$ cat src/rtl/basic_computer_pkg.sv
// Shared Basic Computer definitions: opcode encoding, IR field layout,
// and the default sequence-counter width.
package basic_computer_pkg;

    localparam int unsigned IR_W         = 16;
    localparam int unsigned OPCODE_W     = 3;
    localparam int unsigned ADDR_W       = 12;
    localparam int unsigned SC_WIDTH_DEF = 4;

    // Memory-reference opcodes per IR[14:12]; 7 selects register/IO group
    typedef enum logic [OPCODE_W-1:0] {
        OP_AND = 3'd0,
        OP_ADD = 3'd1,
        OP_LDA = 3'd2,
        OP_STA = 3'd3,
        OP_BUN = 3'd4,
        OP_BSA = 3'd5,
        OP_ISZ = 3'd6,
        OP_IO  = 3'd7
    } opcode_e;

    // Instruction word layout: I bit, opcode, address
    typedef struct packed {
        logic                i;
        logic [OPCODE_W-1:0] opcode;
        logic [ADDR_W-1:0]   addr;
    } ir_t;

endpackage

$ cat src/rtl/sequence_decode_unit_if.sv
// Control interface between the control unit (master: issues SC/IR/flag
// commands, observes timing/decode/flags) and the sequence decode unit
// (slave: obeys commands, drives timing/decode/flag state).
interface sequence_decode_unit_if
    import basic_computer_pkg::*;
#(
    parameter int unsigned SC_WIDTH = SC_WIDTH_DEF
);
    localparam int unsigned T_W = 1 << SC_WIDTH;

    // Commands from the control unit / devices
    logic [IR_W-1:0] Bus;
    logic            LD_IR;
    logic            CLR_SC;
    logic            INR_SC;
    logic            Set_S;
    logic            Clear_S;
    logic            Set_R;
    logic            Clear_R;
    logic            Set_IEN;
    logic            Clear_IEN;
    logic            Clear_E;
    logic            Comp_E;
    logic            E_Load;
    logic            E_In;
    logic            Clear_FGI;
    logic            Set_FGO;
    logic            In_Strobe;
    logic            Out_Take;

    // Timing, decode and flag state
    logic [SC_WIDTH-1:0]     SC;
    logic [T_W-1:0]          T;
    logic [IR_W-1:0]         IR;
    logic [(1<<OPCODE_W)-1:0] D;
    logic                    I;
    logic [ADDR_W-1:0]       B;
    logic                    S;
    logic                    R;
    logic                    E;
    logic                    IEN;
    logic                    FGI;
    logic                    FGO;

    modport master (
        output Bus, LD_IR, CLR_SC, INR_SC,
               Set_S, Clear_S, Set_R, Clear_R, Set_IEN, Clear_IEN,
               Clear_E, Comp_E, E_Load, E_In,
               Clear_FGI, Set_FGO, In_Strobe, Out_Take,
        input  SC, T, IR, D, I, B, S, R, E, IEN, FGI, FGO
    );

    modport slave (
        input  Bus, LD_IR, CLR_SC, INR_SC,
               Set_S, Clear_S, Set_R, Clear_R, Set_IEN, Clear_IEN,
               Clear_E, Comp_E, E_Load, E_In,
               Clear_FGI, Set_FGO, In_Strobe, Out_Take,
        output SC, T, IR, D, I, B, S, R, E, IEN, FGI, FGO
    );

endinterface

$ cat src/rtl/onehot_dec.sv
// N-bit binary to 2**N one-hot decoder (purely combinational).
//   in_val     : binary index
//   out_onehot : bit in_val set, all others clear
module onehot_dec #(
    parameter int unsigned N = 3
) (
    input  logic [N-1:0]        in_val,
    output logic [(1<<N)-1:0]   out_onehot
);

    always_comb begin
        out_onehot         = '0;
        out_onehot[in_val] = 1'b1;
    end

endmodule

$ cat src/rtl/sequence_decode_unit.sv
// Timing and decode front-end for the Basic Computer control unit.
// Owns SC, IR and the S/R/E/IEN/FGI/FGO flags; produces one-hot T from SC
// and one-hot D plus I/B fields from IR.
//   Clk     : rising-edge clock
//   Reset_n : asynchronous active-low reset
//   bus_if  : slave side of the control interface (commands in, state out)
module sequence_decode_unit
    import basic_computer_pkg::*;
#(
    parameter int unsigned SC_WIDTH = SC_WIDTH_DEF,
    parameter bit          FGO_RST  = 1'b1
) (
    input  logic                          Clk,
    input  logic                          Reset_n,
    sequence_decode_unit_if.slave         bus_if
);

    localparam int unsigned T_W = 1 << SC_WIDTH;
    localparam int unsigned D_W = 1 << OPCODE_W;

    logic [SC_WIDTH-1:0] sc_q, sc_d;
    ir_t                 ir_q, ir_d;
    logic                s_q, s_d;
    logic                r_q, r_d;
    logic                e_q, e_d;
    logic                ien_q, ien_d;
    logic                fgi_q, fgi_d;
    logic                fgo_q, fgo_d;

    opcode_e             opcode_c;
    logic [T_W-1:0]      t_c;
    logic [D_W-1:0]      d_c;

    // Next-state: SC, IR and flag priorities
    always_comb begin
        sc_d  = sc_q;
        ir_d  = ir_q;
        s_d   = s_q;
        r_d   = r_q;
        e_d   = e_q;
        ien_d = ien_q;
        fgi_d = fgi_q;
        fgo_d = fgo_q;

        // Clear wins; increment is gated by S so a halted machine freezes
        if (bus_if.CLR_SC) begin
            sc_d = '0;
        end else if (bus_if.INR_SC && s_q) begin
            sc_d = sc_q + SC_WIDTH'(1);
        end

        if (bus_if.LD_IR) begin
            ir_d = ir_t'(bus_if.Bus);
        end

        if (bus_if.Clear_S)      s_d = 1'b0;
        else if (bus_if.Set_S)   s_d = 1'b1;

        if (bus_if.Clear_R)      r_d = 1'b0;
        else if (bus_if.Set_R)   r_d = 1'b1;

        if (bus_if.Clear_IEN)    ien_d = 1'b0;
        else if (bus_if.Set_IEN) ien_d = 1'b1;

        if (bus_if.Clear_E)      e_d = 1'b0;
        else if (bus_if.Comp_E)  e_d = ~e_q;
        else if (bus_if.E_Load)  e_d = bus_if.E_In;

        if (bus_if.Clear_FGI)      fgi_d = 1'b0;
        else if (bus_if.In_Strobe) fgi_d = 1'b1;

        // Device readiness: the CPU re-arming FGO beats the device taking it
        if (bus_if.Set_FGO)       fgo_d = 1'b1;
        else if (bus_if.Out_Take) fgo_d = 1'b0;
    end

    // State registers
    always_ff @(posedge Clk or negedge Reset_n) begin
        if (!Reset_n) begin
            sc_q  <= '0;
            ir_q  <= '0;
            s_q   <= 1'b1;
            r_q   <= 1'b0;
            e_q   <= 1'b0;
            ien_q <= 1'b0;
            fgi_q <= 1'b0;
            fgo_q <= FGO_RST;
        end else begin
            sc_q  <= sc_d;
            ir_q  <= ir_d;
            s_q   <= s_d;
            r_q   <= r_d;
            e_q   <= e_d;
            ien_q <= ien_d;
            fgi_q <= fgi_d;
            fgo_q <= fgo_d;
        end
    end

    assign opcode_c = opcode_e'(ir_q.opcode);

    // Timing decode SC -> T
    onehot_dec #(.N(SC_WIDTH)) u_t_dec (
        .in_val     (sc_q),
        .out_onehot (t_c)
    );

    // Opcode decode IR[14:12] -> D
    onehot_dec #(.N(OPCODE_W)) u_d_dec (
        .in_val     (opcode_c),
        .out_onehot (d_c)
    );

    assign bus_if.SC  = sc_q;
    assign bus_if.T   = t_c;
    assign bus_if.IR  = ir_q;
    assign bus_if.D   = d_c;
    assign bus_if.I   = ir_q.i;
    assign bus_if.B   = ir_q.addr;
    assign bus_if.S   = s_q;
    assign bus_if.R   = r_q;
    assign bus_if.E   = e_q;
    assign bus_if.IEN = ien_q;
    assign bus_if.FGI = fgi_q;
    assign bus_if.FGO = fgo_q;

endmodule
$ cat src/flat_wrapper.sv
// flat-port wrapper written by rule: the top's interface ports become plain ports
module sequence_decode_unit_flat import basic_computer_pkg::*;
#(
    parameter int unsigned SC_WIDTH = SC_WIDTH_DEF,
    parameter bit          FGO_RST  = 1'b1
)
  (Clk, Reset_n, bus_if_Bus, bus_if_LD_IR, bus_if_CLR_SC, bus_if_INR_SC, bus_if_Set_S, bus_if_Clear_S, bus_if_Set_R, bus_if_Clear_R, bus_if_Set_IEN, bus_if_Clear_IEN, bus_if_Clear_E, bus_if_Comp_E, bus_if_E_Load, bus_if_E_In, bus_if_Clear_FGI, bus_if_Set_FGO, bus_if_In_Strobe, bus_if_Out_Take, bus_if_SC, bus_if_T, bus_if_IR, bus_if_D, bus_if_I, bus_if_B, bus_if_S, bus_if_R, bus_if_E, bus_if_IEN, bus_if_FGI, bus_if_FGO);
  sequence_decode_unit_if #(.SC_WIDTH(SC_WIDTH)) bus_if_i ();
  input  logic Clk;
  input  logic Reset_n;
  input wire logic [$bits(bus_if_i.Bus)-1:0] bus_if_Bus;
  input wire logic [$bits(bus_if_i.LD_IR)-1:0] bus_if_LD_IR;
  input wire logic [$bits(bus_if_i.CLR_SC)-1:0] bus_if_CLR_SC;
  input wire logic [$bits(bus_if_i.INR_SC)-1:0] bus_if_INR_SC;
  input wire logic [$bits(bus_if_i.Set_S)-1:0] bus_if_Set_S;
  input wire logic [$bits(bus_if_i.Clear_S)-1:0] bus_if_Clear_S;
  input wire logic [$bits(bus_if_i.Set_R)-1:0] bus_if_Set_R;
  input wire logic [$bits(bus_if_i.Clear_R)-1:0] bus_if_Clear_R;
  input wire logic [$bits(bus_if_i.Set_IEN)-1:0] bus_if_Set_IEN;
  input wire logic [$bits(bus_if_i.Clear_IEN)-1:0] bus_if_Clear_IEN;
  input wire logic [$bits(bus_if_i.Clear_E)-1:0] bus_if_Clear_E;
  input wire logic [$bits(bus_if_i.Comp_E)-1:0] bus_if_Comp_E;
  input wire logic [$bits(bus_if_i.E_Load)-1:0] bus_if_E_Load;
  input wire logic [$bits(bus_if_i.E_In)-1:0] bus_if_E_In;
  input wire logic [$bits(bus_if_i.Clear_FGI)-1:0] bus_if_Clear_FGI;
  input wire logic [$bits(bus_if_i.Set_FGO)-1:0] bus_if_Set_FGO;
  input wire logic [$bits(bus_if_i.In_Strobe)-1:0] bus_if_In_Strobe;
  input wire logic [$bits(bus_if_i.Out_Take)-1:0] bus_if_Out_Take;
  output wire logic [$bits(bus_if_i.SC)-1:0] bus_if_SC;
  output wire logic [$bits(bus_if_i.T)-1:0] bus_if_T;
  output wire logic [$bits(bus_if_i.IR)-1:0] bus_if_IR;
  output wire logic [$bits(bus_if_i.D)-1:0] bus_if_D;
  output wire logic [$bits(bus_if_i.I)-1:0] bus_if_I;
  output wire logic [$bits(bus_if_i.B)-1:0] bus_if_B;
  output wire logic [$bits(bus_if_i.S)-1:0] bus_if_S;
  output wire logic [$bits(bus_if_i.R)-1:0] bus_if_R;
  output wire logic [$bits(bus_if_i.E)-1:0] bus_if_E;
  output wire logic [$bits(bus_if_i.IEN)-1:0] bus_if_IEN;
  output wire logic [$bits(bus_if_i.FGI)-1:0] bus_if_FGI;
  output wire logic [$bits(bus_if_i.FGO)-1:0] bus_if_FGO;
  assign bus_if_i.Bus = bus_if_Bus;
  assign bus_if_i.LD_IR = bus_if_LD_IR;
  assign bus_if_i.CLR_SC = bus_if_CLR_SC;
  assign bus_if_i.INR_SC = bus_if_INR_SC;
  assign bus_if_i.Set_S = bus_if_Set_S;
  assign bus_if_i.Clear_S = bus_if_Clear_S;
  assign bus_if_i.Set_R = bus_if_Set_R;
  assign bus_if_i.Clear_R = bus_if_Clear_R;
  assign bus_if_i.Set_IEN = bus_if_Set_IEN;
  assign bus_if_i.Clear_IEN = bus_if_Clear_IEN;
  assign bus_if_i.Clear_E = bus_if_Clear_E;
  assign bus_if_i.Comp_E = bus_if_Comp_E;
  assign bus_if_i.E_Load = bus_if_E_Load;
  assign bus_if_i.E_In = bus_if_E_In;
  assign bus_if_i.Clear_FGI = bus_if_Clear_FGI;
  assign bus_if_i.Set_FGO = bus_if_Set_FGO;
  assign bus_if_i.In_Strobe = bus_if_In_Strobe;
  assign bus_if_i.Out_Take = bus_if_Out_Take;
  assign bus_if_SC = bus_if_i.SC;
  assign bus_if_T = bus_if_i.T;
  assign bus_if_IR = bus_if_i.IR;
  assign bus_if_D = bus_if_i.D;
  assign bus_if_I = bus_if_i.I;
  assign bus_if_B = bus_if_i.B;
  assign bus_if_S = bus_if_i.S;
  assign bus_if_R = bus_if_i.R;
  assign bus_if_E = bus_if_i.E;
  assign bus_if_IEN = bus_if_i.IEN;
  assign bus_if_FGI = bus_if_i.FGI;
  assign bus_if_FGO = bus_if_i.FGO;
  sequence_decode_unit #(.SC_WIDTH(SC_WIDTH), .FGO_RST(FGO_RST)) u_core (.Clk(Clk), .Reset_n(Reset_n), .bus_if(bus_if_i));
endmodule
$ cat config.mk
export PLATFORM = sky130hd
export DESIGN_NAME = sequence_decode_unit_flat
export DESIGN_NICKNAME = d
export VERILOG_FILES = /design/src/rtl/basic_computer_pkg.sv /design/src/rtl/sequence_decode_unit_if.sv /design/src/rtl/onehot_dec.sv /design/src/rtl/sequence_decode_unit.sv /design/src/flat_wrapper.sv
export SDC_FILE = /design/constraint.sdc
export NUM_CORES = 1
export LEC_CHECK = 0
export ABC_AREA = 1
export CORE_MARGIN = 2
export CORE_UTILIZATION = 30
export DETAILED_ROUTE_END_ITERATION = 8
export MAX_ROUTING_LAYER = met4
export PLACE_DENSITY = 0.82
export SLEW_MARGIN = 20
export SYNTH_ARGS = -nofsm -noshare
export SYNTH_HDL_FRONTEND = slang
export SYNTH_SLANG_ARGS = --single-unit
$ cat constraint.sdc
create_clock -name Clk -period 0.9 [get_ports Clk]
set_input_delay 0.135 -clock Clk [delete_from_list [all_inputs] [get_ports Clk]]
set_output_delay 0.135 -clock Clk [all_outputs]
set_load 0.05 [all_outputs]
==> impl_metrics.env, run 1 <==
export IMPL_leakage_nw=1.60
export IMPL_cts_sinks=26
export IMPL_track_usage=0.255
export IMPL_ctsHoldBuffers=0
export IMPL_core_area_sq_um=4290
export IMPL_maxSlewViolCount=0
export IMPL_fin_ws_ns=-0.665
export IMPL_cp_arrival_ns=1.43
export IMPL_synth_largest_area_cell="dfrtp_1"
export IMPL_holdWs_ns=0.235
export IMPL_antenna_found_initial=0
export IMPL_drive_gt1_frac=0.781
export IMPL_vias_per_cell=4.89
export IMPL_end_kind="output port"
export IMPL_start_util=0.306
export IMPL_slew_limit_headroom=0.842
export IMPL_setup_viol=70
export IMPL_htreeDepth=1
export IMPL_mostFrequentLayoutCell="buf_12"
export IMPL_path_max_fanout=4
export IMPL_rsz0062_at_grt="yes"
export IMPL_syn_avg_cell_area_sq_um=9.65
export IMPL_cts_buffers=3
export IMPL_final_cell_mix="buf_12 (65), clkdlybuf4s50_1 (33), buf_6 (20), nor2_4 (18), dfrtp_2 (15)"
export IMPL_finalPower_mw=5.46
export IMPL_final_cells=312
export IMPL_ys_seq_area_frac=0.498
export IMPL_wire_per_inst_um=21.7
export IMPL_num_fill_cells=154
export IMPL_clk_pin_slew_ns=0.09
export IMPL_p_seq_frac=0.282
export IMPL_max_cap_violations=0
export IMPL_grt_max_degree=16
export IMPL_grt_pass1_wl_um=9200
export IMPL_worstSetupPathType="reg -> out"
export IMPL_gp_congestion=0.797
export IMPL_postLayoutCoreUtil=0.896
export IMPL_worstSkewPairLatency_ns=0.27
export IMPL_power_per_cell_area_nw_per_um2=1420
export IMPL_drtIter0Drc=77
export IMPL_worst_pin_slew_ns=0.236
export IMPL_finalCriticalPeriod_ns=1.57
export IMPL_max_clock_freq_ghz=0.639
export IMPL_irDropWorstVdd_uv=1030
export IMPL_drc_errors=0
export IMPL_route_vias_total=1526
export IMPL_multi_input_area_sq_um=886
export IMPL_final_nets=300
export IMPL_dpl_cell_count=295
export IMPL_grt_pass1_vias=1659
export IMPL_dieArea_sq_um=4920
export IMPL_die_w_um=70.1
export IMPL_p_clk_frac=0.180
export IMPL_post_route_period_util=1.74
export IMPL_synth_nets=175
export IMPL_fin_worst_skew_ns=0.000549
export IMPL_synth_top_cell_area_share=0.458
export IMPL_power_share_switching=0.385
export IMPL_p_int_mw=3.36
export IMPL_clk_path_buf_depth=2
export IMPL_num_io_pins=98
export IMPL_area_growth_pct=193
export IMPL_switchingPower_mw=2.10
export IMPL_start_kind="register"
export IMPL_yosys_register_bits=26
export IMPL_hold_viol=0
export IMPL_synthCells=136
export IMPL_p_comb_frac=0.539
export IMPL_wirelength_um=6780
export IMPL_ys_warnings_count=0
export IMPL_num_rows=24
export IMPL_hold_path_class="in -> async"
export IMPL_io_buffers=97
export IMPL_clockRootBuffer="clkbuf_8"
export IMPL_antennaDiodeCount=0
export IMPL_drt_pre_antenna_iters=4
export IMPL_ant_nets=0
export IMPL_failed_checks="negative setup slack"
export IMPL_cts_tree="yes"
export IMPL_die_h_um=70.1
export IMPL_largest_reg_flops=12
export IMPL_synth_area_leaders="dfrtp_1 (46%), mux2_2 (7.7%), nor2_1 (7.7%)"
export IMPL_status="finished, violations left"
export IMPL_dp_hpwl_um=4130
export IMPL_synth_cell_type_count=16
export IMPL_final_seq_area_sq_um=694
export IMPL_crit_required_ns=0.76
export IMPL_synth_area_sq_um=1310
export IMPL_grt_overflow=0
[Yosys cell counts]
library cell	number
nand2_1	13
mux2_2	9
dfrtp_1	24
buf_6	1
buf_4	13
ha_1	4
o21ai_0	8
inv_1	15
dfstp_2	2
mux2_4	4
buf_8	1
nand3_1	3
nor2_1	27
a21oi_1	2
o21bai_1	1
nor3_1	9
[worst max-delay path, stage by stage (launching register included)]
cell and delay (ns):
dfrtp_4 0.55, inv_6 0.11, ha_4 0.16, inv_6 0.06, nor2_4 0.13, buf_12 0.14
[kinds of logic (layout without fill, tap and decap cells)]
family / count (synthesis) / count (layout) / share of synthesized area
buffers and inverters: 30 / 154 / 0.137
flip-flops: 26 / 26 / 0.498
AND/OR/NAND/NOR: 52 / 52 / 0.160
adder cells (fa/ha/maj): 4 / 4 / 0.0381
AO/OA/AOI/OAI: 11 / 11 / 0.0439
multiplexers: 13 / 13 / 0.123
[power by group through the flow]
| stage | combinational [mW] | sequential (mW) | clock [mW] |
|---|---|---|---|
| floorplan | 0.966 | 1.83 | 0 |
| global placement | 2.58 | 1.51 | 0 |
| detailed placement | 2.64 | 1.52 | 0 |
| CTS | 2.78 | 1.52 | 0.983 |
| global route | 3.03 | 1.55 | 1.07 |
| finish | 2.94 | 1.54 | 0.981 |
[cell type report]
cell class	count	area share
Multi-Input combinational cell	80	0.230
Clock inverter	1	0.00781
Sequential cell	26	0.181
Timing Repair Buffer	135	0.527
Tap cell	52	0.0169
Inverter	15	0.0270
Clock buffer	3	0.0107
[layer usage]
metal / vias up / GRT usage / share of wire
met4: 0 / 0.115 / 0.036
met5: - / - / 0
met2: 86 / 0.440 / 0.53
met1: 753 / 0.301 / 0.39
met3: 18 / 0.0231 / 0.040
li1: 669 / - / -
[stage by stage]
stage / instance area [sq um] / TNS, ns / worst slack [ns]
after global placement: 3460 / -12.33 / -0.357
after global routing: 3850 / -25.68 / -0.713
after floorplan: 1710 / -11.84 / -0.536
after detailed placement: 3460 / -13.53 / -0.385
final: 3850 / -23.32 / -0.665
after CTS: 3730 / -21.61 / -0.615
[final timing paths]
check                                           startpoint                               to  slack, ns  cells after the start
min in group Clk                            bus_if_Clear_S      u_core.bus_if.S$_DFFE_PN1P_       0.36                      2
max reg2reg                u_core.bus_if.SC[0]$_DFFE_PN0P_  u_core.bus_if.SC[2]$_DFFE_PN0P_      -0.35                      6
max in group asynchronous                          Reset_n      u_core.bus_if.S$_DFFE_PN1P_       0.40                      2
max                        u_core.bus_if.SC[1]$_DFFE_PN0P_                      bus_if_T[9]      -0.67                      5
min                                                Reset_n   u_core.bus_if.B[3]$_DFFE_PN0P_       0.24                      2
min reg2reg                  u_core.bus_if.FGO$_DFFE_PN1P_    u_core.bus_if.FGO$_DFFE_PN1P_       0.49                      2
[timing repair]
item                       CTS  global route
pin swaps                   10            10
setup endpoints to repair   84            74
cloned                       1             0
resized for setup           34            27
buffers inserted             8             7
(Power assumes the default switching activity.)
==> inputs of run 2 (changes only) <==
--- a/config.mk
+++ b/config.mk
@@ -15,3 +15,4 @@
 export SYNTH_ARGS = -nofsm -noshare
 export SYNTH_HDL_FRONTEND = slang
 export SYNTH_SLANG_ARGS = --single-unit
+export TNS_END_PERCENT = 20
==> run 2 against run 1 <==
  * The run still ends with negative setup slack left
  * Maximum frequency is 4.4% higher
  * Non-clock buffer count is 11 lower
  * Core utilization is 8.4 points lower
  * Sequential power is 5% lower
  * Combinational power is 8.8% lower
  * Routed wire length is 37% lower
  * Sequential share of layout area is 1.6 points higher
==> impl_metrics.env, run 2 (synthesis results as in run 1) <==
export IMPL_status="finished, violations left"
export IMPL_failed_checks="negative setup slack"
export IMPL_setup_viol=67
export IMPL_drive_gt1_frac=0.707
export IMPL_fin_ws_ns=-0.599
export IMPL_wirelength_um=4290
export IMPL_clk_path_buf_depth=2
export IMPL_setup_worst_path_start="u_core.bus_if.SC[1]$_DFFE_PN0P_"
export IMPL_cts_sinks=26
export IMPL_stdcell_area_sq_um=3490
export IMPL_fin_setup_tns_ns=-19.54
export IMPL_dpl_cell_count=295
export IMPL_io_buffers=97
export IMPL_dp_hpwl_um=3530
export IMPL_die_h_um=70.1
export IMPL_dpl_instance_area_sq_um=3310
export IMPL_drc_errors=0
export IMPL_drtIter0Drc=28
export IMPL_critical_path_buf_inv_count=4
export IMPL_antennaDiodeCount=0
export IMPL_path_cells="inv_2, ha_2, inv_2, buf_12, nor2_4, buf_12"
export IMPL_cts_buffers=3
export IMPL_fin_worst_skew_ns=0.00541
export IMPL_route_vias_total=1356
export IMPL_regToRegStartpoint="u_core.bus_if.SC[0]$_DFFE_PN0P_"
export IMPL_num_fill_cells=228
export IMPL_crit_required_ns=0.76
export IMPL_area_growth_pct=166
export IMPL_irDropWorstVdd_uv=1280
export IMPL_cp_arrival_ns=1.36
export IMPL_core_area_sq_um=4290
export IMPL_critPathMaxStageDelay_ns=0.43
export IMPL_crit_slowest_cell="dfrtp_2"
export IMPL_post_route_period_util=1.67
export IMPL_max_cap_violations=0
export IMPL_maxSlewViolCount=0
export IMPL_hold_viol=0
export IMPL_num_io_pins=98
export IMPL_critPathTopFamily="flip-flops"
export IMPL_finalCriticalPeriod_ns=1.50
export IMPL_clockRootBuffer="clkbuf_8"
export IMPL_num_rows=24
export IMPL_ctsHoldBuffers=0
export IMPL_vias_per_cell=4.50
export IMPL_start_kind="register"
export IMPL_placement_setup_worst_slack_ns=-0.402
export IMPL_path_max_fanout=4
export IMPL_worst_pin_slew_ns=0.228
export IMPL_track_usage=0.190
export IMPL_gp_congestion=0.776
export IMPL_end_kind="output port"
export IMPL_max_clock_freq_ghz=0.667
export IMPL_grt_pass1_wl_um=7310
export IMPL_grt_pass1_vias=1540
export IMPL_hold_path_class="in -> async"
export IMPL_final_cell_mix="buf_12 (65), clkdlybuf4s50_1 (33), dfrtp_2 (17), nor2_4 (16), buf_6 (13)"
export IMPL_final_nets=289
export IMPL_postLayoutCoreUtil=0.812
export IMPL_wire_per_inst_um=14.2
export IMPL_grt_overflow=0
export IMPL_final_seq_area_sq_um=686
export IMPL_rsz0062_at_grt="yes"
export IMPL_antenna_found_initial=0
export IMPL_drt_pre_antenna_iters=4
export IMPL_holdWs_ns=0.222
export IMPL_largest_reg_flops=12
export IMPL_leakage_nw=1.46
export IMPL_finalPower_mw=4.90
export IMPL_cts_tree="yes"
export IMPL_worstSkewPairLatency_ns=0.26
export IMPL_worstSetupPathType="reg -> out"
export IMPL_multi_input_area_sq_um=739
export IMPL_dieArea_sq_um=4920
export IMPL_grt_max_degree=27
export IMPL_htreeDepth=1
export IMPL_ant_nets=0
export IMPL_clk_pin_slew_ns=0.09
export IMPL_power_per_cell_area_nw_per_um2=1400
export IMPL_mostFrequentLayoutCell="buf_12"
export IMPL_die_w_um=70.1
export IMPL_final_cells=301
export IMPL_slew_limit_headroom=0.848
export IMPL_start_util=0.306
-- run 2: path summary, 6_finish.rpt --
path,to,slack [ns],depth (start not counted)
max,bus_if_T[5],-0.60,6
min,u_core.bus_if.B[0]$_DFFE_PN0P_,0.22,2
max reg2reg,u_core.bus_if.SC[2]$_DFFE_PN0P_,-0.26,6
min reg2reg,u_core.bus_if.FGO$_DFFE_PN1P_,0.49,2
max in group asynchronous,u_core.bus_if.S$_DFFE_PN1P_,0.45,2
min in group Clk,u_core.bus_if.S$_DFFE_PN1P_,0.38,2
-- run 2: metal layers --
layer / vias up / part of all wire / track usage
li1: 654 / - / -
met1: 645 / 0.35 / 0.218
met2: 51 / 0.59 / 0.356
met3: 6 / 0.045 / 0.0188
met4: 0 / 0.017 / 0.0427
met5: - / 0 / -
-- run 2: final cells by class --
class	count	share of cell area
inverter	15	0.0183
sequential	26	0.197
multi-input combinational	80	0.212
timing repair buffer	124	0.538
clock buffer	4	0.0158
tap	52	0.0187
-- run 2: worst register-to-register path: stages, from the launching register on --
cell and delay, ns:
dfrtp_2 0.41, ha_1 0.18, inv_2 0.05, buf_12 0.13, o21ai_1 0.15, nand2_1 0.06, nor2_1 0.10
-- run 2: power breakdown --
group	total, mW	switching (mW)	internal, mW
logic	2.68	1.34	1.35
clock network	0.739	0.349	0.390
registers	1.47	0.175	1.30
total	4.90	1.86	3.03
-- run 2: what timing repair did --
action / in CTS / in global routing
gates resized for setup: 39 / 12
setup endpoints to repair: 83 / 71
pin swaps: 12 / 2
buffers inserted: 2 / 0
==> inputs of run 3 (changes only) <==
--- a/config.mk
+++ b/config.mk
@@ -9,7 +9,6 @@
 export CORE_MARGIN = 2
 export CORE_UTILIZATION = 30
 export DETAILED_ROUTE_END_ITERATION = 8
-export MAX_ROUTING_LAYER = met4
 export PLACE_DENSITY = 0.82
 export SLEW_MARGIN = 20
 export SYNTH_ARGS = -nofsm -noshare
==> run 3 against run 2 <==
  * The flow still finishes with violations (negative setup slack)
  * Maximum frequency barely moved
  * Global-route usage fell by 0.49 points
  * Die area did not move
  * Sequential cell count did not move
  * Worst setup slack got worse by 0.00073 ns
  * Highest routed layer unchanged
==> impl_metrics.env, run 3 (synthesis results as in run 1) <==
export IMPL_status="finished, violations left"
export IMPL_failed_checks="negative setup slack"
export IMPL_hold_path_class="in -> async"
export IMPL_holdWs_ns=0.221
export IMPL_post_route_period_util=1.67
export IMPL_area_growth_pct=166
export IMPL_start_util=0.306
export IMPL_fin_worst_skew_ns=0.00489
export IMPL_drtIter0Drc=26
export IMPL_final_seq_area_sq_um=686
export IMPL_hold_viol=0
export IMPL_worst_pin_slew_ns=0.228
export IMPL_clockRootBuffer="clkbuf_8"
export IMPL_htreeDepth=1
export IMPL_cts_tree="yes"
export IMPL_max_cap_violations=0
export IMPL_dr_wl_met3_um=234
export IMPL_slew_limit_headroom=0.848
export IMPL_grt_max_degree=27
export IMPL_fin_ws_ns=-0.599
export IMPL_finalCriticalPeriod_ns=1.50
export IMPL_vias_per_cell=4.49
export IMPL_p_comb_frac=0.548
export IMPL_p_int_mw=3.03
export IMPL_final_cell_mix="buf_12 (65), clkdlybuf4s50_1 (33), dfrtp_2 (17), nor2_4 (16), buf_6 (13)"
export IMPL_p_clk_frac=0.152
export IMPL_maxSlewViolCount=0
export IMPL_setup_viol=67
export IMPL_cts_sinks=26
export IMPL_num_rows=24
export IMPL_largest_reg_flops=12
export IMPL_route_vias_total=1351
export IMPL_cp_arrival_ns=1.36
export IMPL_gp_congestion=0.766
export IMPL_rsz0062_at_grt="yes"
export IMPL_track_usage=0.185
export IMPL_end_kind="output port"
export IMPL_num_fill_cells=228
export IMPL_multi_input_area_sq_um=739
export IMPL_postLayoutCoreUtil=0.812
export IMPL_wl_met1_um=1480
export IMPL_dieArea_sq_um=4920
export IMPL_leakage_nw=1.46
export IMPL_irDropWorstVdd_uv=1280
export IMPL_clk_path_buf_depth=2
export IMPL_die_w_um=70.1
export IMPL_dp_hpwl_um=3530
export IMPL_core_area_sq_um=4290
export IMPL_switchingPower_mw=1.87
export IMPL_worstSetupPathType="reg -> out"
export IMPL_mostFrequentLayoutCell="buf_12"
export IMPL_placement_setup_worst_slack_ns=-0.402
export IMPL_worstSkewPairLatency_ns=0.26
export IMPL_crit_required_ns=0.76
export IMPL_drive_gt1_frac=0.707
export IMPL_num_io_pins=98
export IMPL_grt_overflow=0
export IMPL_final_cells=301
export IMPL_antennaDiodeCount=0
export IMPL_finalPower_mw=4.90
export IMPL_start_kind="register"
export IMPL_crit_slowest_cell="dfrtp_2"
export IMPL_power_per_cell_area_nw_per_um2=1410
export IMPL_highest_layer="met4"
export IMPL_cts_buffers=3
export IMPL_wl_met2_um=2510
export IMPL_drt_pre_antenna_iters=4
export IMPL_drc_errors=0
export IMPL_max_clock_freq_ghz=0.667
export IMPL_path_max_fanout=4
export IMPL_grt_pass1_wl_um=7330
export IMPL_die_h_um=70.1
export IMPL_wirelength_um=4300
export IMPL_clk_pin_slew_ns=0.09
export IMPL_dpl_cell_count=295
export IMPL_p_seq_frac=0.301
export IMPL_critPathMaxStageDelay_ns=0.43
export IMPL_final_nets=289
export IMPL_antenna_found_initial=0
export IMPL_power_share_switching=0.381
export IMPL_ant_nets=0
export IMPL_io_buffers=97
export IMPL_wire_per_inst_um=14.3
export IMPL_path_cells="inv_2, ha_2, inv_2, buf_12, nor2_4, buf_12"
export IMPL_grt_pass1_vias=1540
[run 3: cell counts in the layout (fill, tap and decap cells not counted)]
No cell type changed its count.
[run 3: timing repair]
| action | in CTS | in global routing |
|---|---|---|
| resized for setup | 39 | 12 |
| hold buffers | 0 | 0 |
| setup endpoints to repair | 83 | 71 |
| buffers inserted | 2 | 0 |
| pin swaps | 12 | 2 |
[run 3: layout make-up]
class | count | share of cell area
timing repair buffer | 124 | 0.538
sequential | 26 | 0.197
multi-input combinational | 80 | 0.212
inverter | 15 | 0.0183
clock buffer | 4 | 0.0158
tap | 52 | 0.0187
[run 3: metal layers]
| layer | global-route usage | vias up |
|---|---|---|
| met2 | 0.354 | 51 |
| met3 | 0.0260 | 6 |
| met1 | 0.215 | 641 |
| li1 | - | 653 |
| met4 | 0.0427 | 0 |
| met5 | 0 | - |
[run 3: worst paths after layout]
path | startpoint | to | slack, ns | cells after the start
worst max register to register | u_core.bus_if.SC[0]$_DFFE_PN0P_ | u_core.bus_if.SC[2]$_DFFE_PN0P_ | -0.26 | 6
worst min register to register | u_core.bus_if.FGO$_DFFE_PN1P_ | u_core.bus_if.FGO$_DFFE_PN1P_ | 0.49 | 2
worst min-delay path | Reset_n | u_core.bus_if.B[0]$_DFFE_PN0P_ | 0.22 | 2
min in group Clk | bus_if_Clear_S | u_core.bus_if.S$_DFFE_PN1P_ | 0.38 | 2
max in group asynchronous | Reset_n | u_core.bus_if.S$_DFFE_PN1P_ | 0.45 | 2
worst max-delay path | u_core.bus_if.SC[1]$_DFFE_PN0P_ | bus_if_T[5] | -0.60 | 6
[run 3: power by group through the flow]
stage	logic (mW)	registers [mW]	clock network [mW]
final	2.68	1.47	0.743
after global placement	2.55	1.47	0
after global routing	2.79	1.49	0.818
after floorplan	0.886	1.79	0
after CTS	2.67	1.48	0.765
after detailed placement	2.59	1.47	0
[run 3: worst max-delay path, delay by kind of cell, from the launching register on]
family	cells	cell delay [ns]
buf+inv	4	0.39
fa+ha+maj	1	0.17
simple gates	1	0.10
flops	1	0.43
[run 3: stage by stage]
stage	area, sq um	TNS [ns]
2_1_floorplan	1560	-16.53
3_3_place_gp	3310	-12.71
3_5_place_dp	3310	-14.00
4_1_cts	3460	-19.98
5_1_grt	3490	-22.43
6_report	3490	-19.62
